<file path="src/rtl/spi_pkg.sv">
// rtl/spi_pkg.sv - shared constants for the SPI mode-0 responder
// Purpose: SPI mode, default word length and sync depth, and the reset levels
// of the synchronised SPI lines. No ports.
package spi_pkg;

    // Mode 0: SCLK idles low, data sampled on the rising edge.
    localparam logic       c_CPOL     = 1'b0;
    localparam logic       c_CPHA     = 1'b0;
    localparam logic [1:0] c_SPI_MODE = {c_CPOL, c_CPHA};

    localparam int c_DEF_WORD_LEN    = 8;
    localparam int c_DEF_SYNC_STAGES = 2;

    // Synchroniser reset levels: idle bus with the slave deselected.
    localparam logic c_SCLK_RST = c_SPI_MODE[1];
    localparam logic c_MOSI_RST = 1'b0;
    localparam logic c_CS_N_RST = 1'b1;

endpackage

</file>
<file path="src/rtl/spi_sync_edge.sv">
// rtl/spi_sync_edge.sv - N-stage synchroniser with rise/fall pulse detection
// Purpose: brings one asynchronous line into the i_clk domain and flags its edges.
// Ports:
//   i_clk, i_rst_n : system clock, asynchronous active-low reset
//   din            : asynchronous input line
//   level          : synchronised level (last sync stage)
//   rise, fall     : one-cycle pulses on a synchronised 0->1 / 1->0 transition
module spi_sync_edge
    import spi_pkg::*;
#(
    parameter int   p_STAGES  = c_DEF_SYNC_STAGES,
    parameter logic p_RST_VAL = 1'b0
) (
    input  logic i_clk,
    input  logic i_rst_n,
    input  logic din,
    output logic level,
    output logic rise,
    output logic fall
);

    logic [p_STAGES-1:0] sync;
    logic                prev;

    always_ff @(posedge i_clk or negedge i_rst_n) begin
        if (!i_rst_n) begin
            sync <= {p_STAGES{p_RST_VAL}};
            prev <= p_RST_VAL;
        end else begin
            sync <= {sync[p_STAGES-2:0], din};
            prev <= sync[p_STAGES-1];
        end
    end

    assign level = sync[p_STAGES-1];
    assign rise  = level & ~prev;
    assign fall  = ~level & prev;

endmodule

</file>
<file path="src/rtl/spi_slave.sv">
// rtl/spi_slave.sv - SPI mode-0 responder with host TX load and RX valid pulse
// Purpose: oversamples SCLK/MOSI/CS_N, deserialises MOSI MSB-first into words
// and serialises a host-supplied reply word onto MISO.
// Ports:
//   i_clk, i_rst_n           : system clock, asynchronous active-low reset
//   i_sclk, i_mosi, i_cs_n   : asynchronous SPI inputs from the master
//   o_miso, o_miso_oe        : registered MISO data and its output enable
//   inp_data, inp_en, inp_rdy: TX holding register load handshake
//   out_data, out_valid      : last received word and its one-cycle strobe
//   o_underrun               : pulse when a word starts with nothing to send
module spi_slave
    import spi_pkg::*;
#(
    parameter int p_WORD_LEN    = c_DEF_WORD_LEN,
    parameter int p_SYNC_STAGES = c_DEF_SYNC_STAGES
) (
    input  logic                  i_clk,
    input  logic                  i_rst_n,
    input  logic                  i_sclk,
    input  logic                  i_mosi,
    input  logic                  i_cs_n,
    output logic                  o_miso,
    output logic                  o_miso_oe,
    input  logic [p_WORD_LEN-1:0] inp_data,
    input  logic                  inp_en,
    output logic                  inp_rdy,
    output logic [p_WORD_LEN-1:0] out_data,
    output logic                  out_valid,
    output logic                  o_underrun
);

    localparam int                 c_CNT_W = $clog2(p_WORD_LEN);
    localparam logic [c_CNT_W-1:0] c_LAST  = c_CNT_W'(p_WORD_LEN - 1);

    logic sclk_sync, sclk_rise, sclk_fall;
    logic cs_n_sync, cs_rise, cs_fall;
    logic mosi_sync;
    logic mosi_rise_unused, mosi_fall_unused;

    spi_sync_edge #(.p_STAGES(p_SYNC_STAGES), .p_RST_VAL(c_SCLK_RST)) u_sync_sclk (
        .i_clk   (i_clk),
        .i_rst_n (i_rst_n),
        .din     (i_sclk),
        .level   (sclk_sync),
        .rise    (sclk_rise),
        .fall    (sclk_fall)
    );

    spi_sync_edge #(.p_STAGES(p_SYNC_STAGES), .p_RST_VAL(c_CS_N_RST)) u_sync_cs_n (
        .i_clk   (i_clk),
        .i_rst_n (i_rst_n),
        .din     (i_cs_n),
        .level   (cs_n_sync),
        .rise    (cs_rise),
        .fall    (cs_fall)
    );

    spi_sync_edge #(.p_STAGES(p_SYNC_STAGES), .p_RST_VAL(c_MOSI_RST)) u_sync_mosi (
        .i_clk   (i_clk),
        .i_rst_n (i_rst_n),
        .din     (i_mosi),
        .level   (mosi_sync),
        .rise    (mosi_rise_unused),
        .fall    (mosi_fall_unused)
    );

    logic [p_WORD_LEN-1:0] hold;
    logic [p_WORD_LEN-1:0] tx_shift;
    logic [p_WORD_LEN-1:0] rx_shift;
    logic [p_WORD_LEN-1:0] rx_next;
    logic [c_CNT_W-1:0]    bit_cnt;
    logic                  word_done;
    logic                  word_start;
    logic                  cs_edge_unused;
    logic                  sclk_level_unused;

    // cs_rise needs no action of its own: cs_n_sync being high already
    // clears the counter and shifters on the same cycle.
    assign cs_edge_unused    = cs_rise;
    assign sclk_level_unused = sclk_sync;

    assign rx_next    = {rx_shift[p_WORD_LEN-2:0], mosi_sync};
    assign word_done  = sclk_rise && !cs_n_sync && (bit_cnt == c_LAST);
    // A cs_fall coinciding with an sclk_rise leaves bit_cnt at 0, so word_done
    // cannot fire then; the rise is still counted below as bit 1.
    assign word_start = cs_fall || word_done;

    always_ff @(posedge i_clk or negedge i_rst_n) begin
        if (!i_rst_n) begin
            o_miso     <= 1'b0;
            o_miso_oe  <= 1'b0;
            out_data   <= '0;
            out_valid  <= 1'b0;
            o_underrun <= 1'b0;
            inp_rdy    <= 1'b1;
            hold       <= '0;
            tx_shift   <= '0;
            rx_shift   <= '0;
            bit_cnt    <= '0;
        end else begin
            out_valid  <= 1'b0;
            o_underrun <= 1'b0;
            o_miso_oe  <= !cs_n_sync;
            o_miso     <= !cs_n_sync && tx_shift[p_WORD_LEN-1];

            // TX: a word start consumes the holding register; a host load in
            // the same cycle as a start on an empty register bypasses it.
            if (word_start) begin
                if (!inp_rdy) begin
                    tx_shift <= hold;
                    inp_rdy  <= 1'b1;
                end else if (inp_en) begin
                    tx_shift <= inp_data;
                end else begin
                    tx_shift   <= '0;
                    o_underrun <= 1'b1;
                end
            end else begin
                if (inp_en && inp_rdy) begin
                    hold    <= inp_data;
                    inp_rdy <= 1'b0;
                end
                if (cs_n_sync) begin
                    tx_shift <= '0;
                end else if (sclk_fall && bit_cnt != '0) begin
                    // bit_cnt==0 falls are skipped so the MSB loaded at a
                    // word boundary is still on MISO for the next rise.
                    tx_shift <= {tx_shift[p_WORD_LEN-2:0], 1'b0};
                end
            end

            // RX: deselect discards any partial word.
            if (cs_n_sync) begin
                bit_cnt  <= '0;
                rx_shift <= '0;
            end else if (sclk_rise) begin
                rx_shift <= rx_next;
                if (bit_cnt == c_LAST) begin
                    bit_cnt   <= '0;
                    out_data  <= rx_next;
                    out_valid <= 1'b1;
                end else begin
                    bit_cnt <= bit_cnt + 1'b1;
                end
            end
        end
    end

endmodule

</file>
<file path="config.mk">
export PLATFORM = sky130hd
export DESIGN_NAME = spi_slave
export DESIGN_NICKNAME = d
export VERILOG_FILES = /design/src/rtl/spi_pkg.sv /design/src/rtl/spi_sync_edge.sv /design/src/rtl/spi_slave.sv
export SDC_FILE = /design/constraint.sdc
export NUM_CORES = 1
export LEC_CHECK = 0
export ABC_AREA = 1
export CAP_MARGIN = 20
export CORE_ASPECT_RATIO = 0.6
export CORE_MARGIN = 5
export CORE_UTILIZATION = 33
export DETAILED_ROUTE_END_ITERATION = 10
export PLACE_DENSITY = 0.59
export SETUP_SLACK_MARGIN = 0.4
export SYNTH_ARGS = -nofsm -noshare
export SYNTH_HDL_FRONTEND = slang
export SYNTH_SLANG_ARGS = --single-unit
export TNS_END_PERCENT = 30
</file>
<file path="constraint.sdc">
create_clock -name i_clk -period 2.5 [get_ports i_clk]
set_input_delay 0.5 -clock i_clk [delete_from_list [all_inputs] [get_ports i_clk]]
set_output_delay 0.5 -clock i_clk [all_outputs]
set_load 0.01 [all_outputs]
</file>
==> results.md <==
* Number of diodes at 0
* CP cell instances: clkdlybuf4s50_1
* Synth cell types at 22
* Die width at 111 um
* Slew headroom at between 60% and 70%
* DP Area at roughly 2300 um2
* Pwr dens at 621 nW/um2
* Overall Global Routing Usage at approximately a tenth
* Critical Path RT at 2.00 ns
* TNS Setup at 0 ns
* Largest delay share family, worst path: flip-flops
* First-pass GRT wire length at between 6 and 7 mm
* Status: complete, no violations
* Worst EP arrival at around 1.4 ns
* Clock latency on the worst-skew pair at 0.30 ns
* Number of global-route vias before repair at roughly 1200
* Top Ports at 27
* Buffers & Inverters on Critical Path at 1
* Post-synthesis average cell area at roughly 10 um2
* Util after Layout at 40.5%
* Period Utilization, post-route at 75.0%
* Crit path max fanout at 3
* Warnings, synthesis at 0
* Placed insts at around 310
* Placer Congestion at 0.751
* Postcts setup bufs at 0
* Design area at ~2400 um2
* Worst r2r src: bit_cnt[0]
* Crit Path Category: reg -> out
* Cells after Synth at 207
* CTS H-Tree Depth at 2
* Initial antenna violation count at 0
* CORE AREA at roughly 6000 um2
* Register area share after synthesis at 58.6%
* Pre-antenna DRT Iters at 4
* Final setup viols at 0
* Leak pwr at roughly 1.1 nW
* DP HPWL at between 2 and 3 mm
* DRT antenna net count at 0
* PostCTS Resize Cnt at 0
* Commonest non-fill, non-tap cell in the layout: nand2_1
* Max Clk Rate at approximately 0.53 GHz
* Flops & latches, synth at 47
* Worst R2R Path Depth at 7
* Vias/cell at ~4.3
* Slowest Stage Delay on Critical Path at between 0.5 and 0.6 ns
* DR iter-0 viols at between 70 and 80
* Reg2reg end: tx_shift[5]
* Worst-margin pin slew at 0.582 ns
* Clock transition at path regs at 0.09 ns
* Input/output buffers at 26
* Min-Delay Path Class: in -> async
* Hold Vio Cnt, Final at 0
* CTS Buf Count at 5
* RSZ-0062 raised after global routing: no
* Non-filler instance count after layout at between 300 and 400
* Final Max Slew Viols at 0
* Total wire length at 3.54 mm
* Via count at 1400
* CTS Buffer Depth at 2
* Min Clock Period, post-route at roughly 1.9 ns
* Largest net degree at the start of global routing at 48
* Syn-to-layout area delta at 21.2%
* DRC at 0
* Maxcap violations at 0
* Avg WL per Cell at 11.0 um
* Startpoint types: flip-flop
* Die Y at ~71 um
* # rows at 22
* Clk_skew at 0.00794 ns
* Full die area at a little under 8000 um2
* Root buffer cell: clkbuf_8
* Layout cells sized above 1 at 13.0%
* R2R Setup Slk at between 0.7 and 0.8 ns
* Nets@finish at around 250
* Post-Syn Area at around 2000 um2
* Worst Setup End Kind: output port
* Crit-path slowest cell: dfstp_2
* Total overflow reported by the global router at 0
* Initial Util at ~33%
* CTS tree: yes
* Synth Net Count at 224
* CTS Sinks at 47
* Most frequent cells in the layout: nand2_1, dfrtp_1, inv_1
* VDD IR max at just under 0.0002 V
* CTS Hold Bufs at 0
## cell usage after synthesis, drive strengths merged
cell type / n / area (um2)
clkinv: 1 / 3.75
buf: 4 / 35.0
o22ai: 7 / 43.8
o31ai: 1 / 7.51
o21ai: 27 / 165
nor2: 8 / 52.6
inv: 27 / 101
dfstp: 4 / 105
ha: 3 / 37.5
dfrtp: 43 / 1080
nand2: 65 / 268
nand4: 6 / 52.6
nand3: 10 / 62.6
nor3: 1 / 5.00
## kinds of logic after synthesis
group | count (synthesis) | synth area share (%)
buffers and inverters | 32 | 6.95
and+or+nand+nor | 90 | 21.8
AOI/OAI and AO/OA | 35 | 10.7
adders and majority gates | 3 | 1.86
DFF | 47 | 58.6
## routing by layer
| layer | routed length, um | global-route usage, % | up-vias |
|---|---|---|---|
| met3 | 141 | 2.65 | 5 |
| met5 | 0 | 0 | - |
| met1 | 1980 | 14.8 | 643 |
| met4 | 44 | 3.69 | 0 |
| met2 | 1370 | 12.2 | 23 |
| li1 | - | - | 729 |
## state kept, by name (all words and copies together) (netlist names)
| register | cells |
|---|---|
| hold | 8 |
| out_data | 8 |
| tx_shift | 8 |
| rx_shift | 7 |
| bit_cnt | 3 |
| u_sync_cs_n.sync | 2 |
| u_sync_mosi.sync | 2 |
| u_sync_sclk.sync | 2 |
| inp_rdy | 1 |
| o_miso | 1 |
| o_miso_oe | 1 |
| o_underrun | 1 |
| out_valid | 1 |
| u_sync_cs_n.prev | 1 |
| u_sync_sclk.prev | 1 |
## metrics by stage
step	power (mW)	setup slack [ns]	hold WS, ns
after floorplan	0.988	0.895	0.204
after global placement	1.05	0.734	0.336
after detailed placement	1.06	0.724	0.336
after CTS	1.55	0.605	0.305
after global routing	1.61	0.572	0.330
final	1.52	0.625	0.284
## final cells by class
| class | instances | area [um2] |
|---|---|---|
| fill | 606 | 3580 |
| sequential | 47 | 1180 |
| multi-input combinational | 128 | 694 |
| timing repair buffer | 27 | 263 |
| inverter | 28 | 105 |
| tap | 84 | 105 |
| clock buffer | 7 | 86.3 |
| clock inverter | 1 | 8.76 |
## power by group
group / internal, mW / total, mW / switching, mW
registers: 0.819 / 0.852 / 0.0332
clock network: 0.227 / 0.481 / 0.254
logic: 0.0775 / 0.186 / 0.108
## worst max-delay path by stage
stage                           from     endpoint  slack [ns]  cells past startpoint
final                        inp_rdy      inp_rdy        0.62                      1
after detailed placement      inp_en      hold[0]        0.72                      6
after global routing         inp_rdy      inp_rdy        0.57                      1
after floorplan           bit_cnt[0]      hold[5]        0.90                      9
after global placement    bit_cnt[0]  tx_shift[1]        0.73                      7
after CTS                    inp_rdy      inp_rdy        0.60                      1
Note: power is estimated with default switching activity, not from simulation.
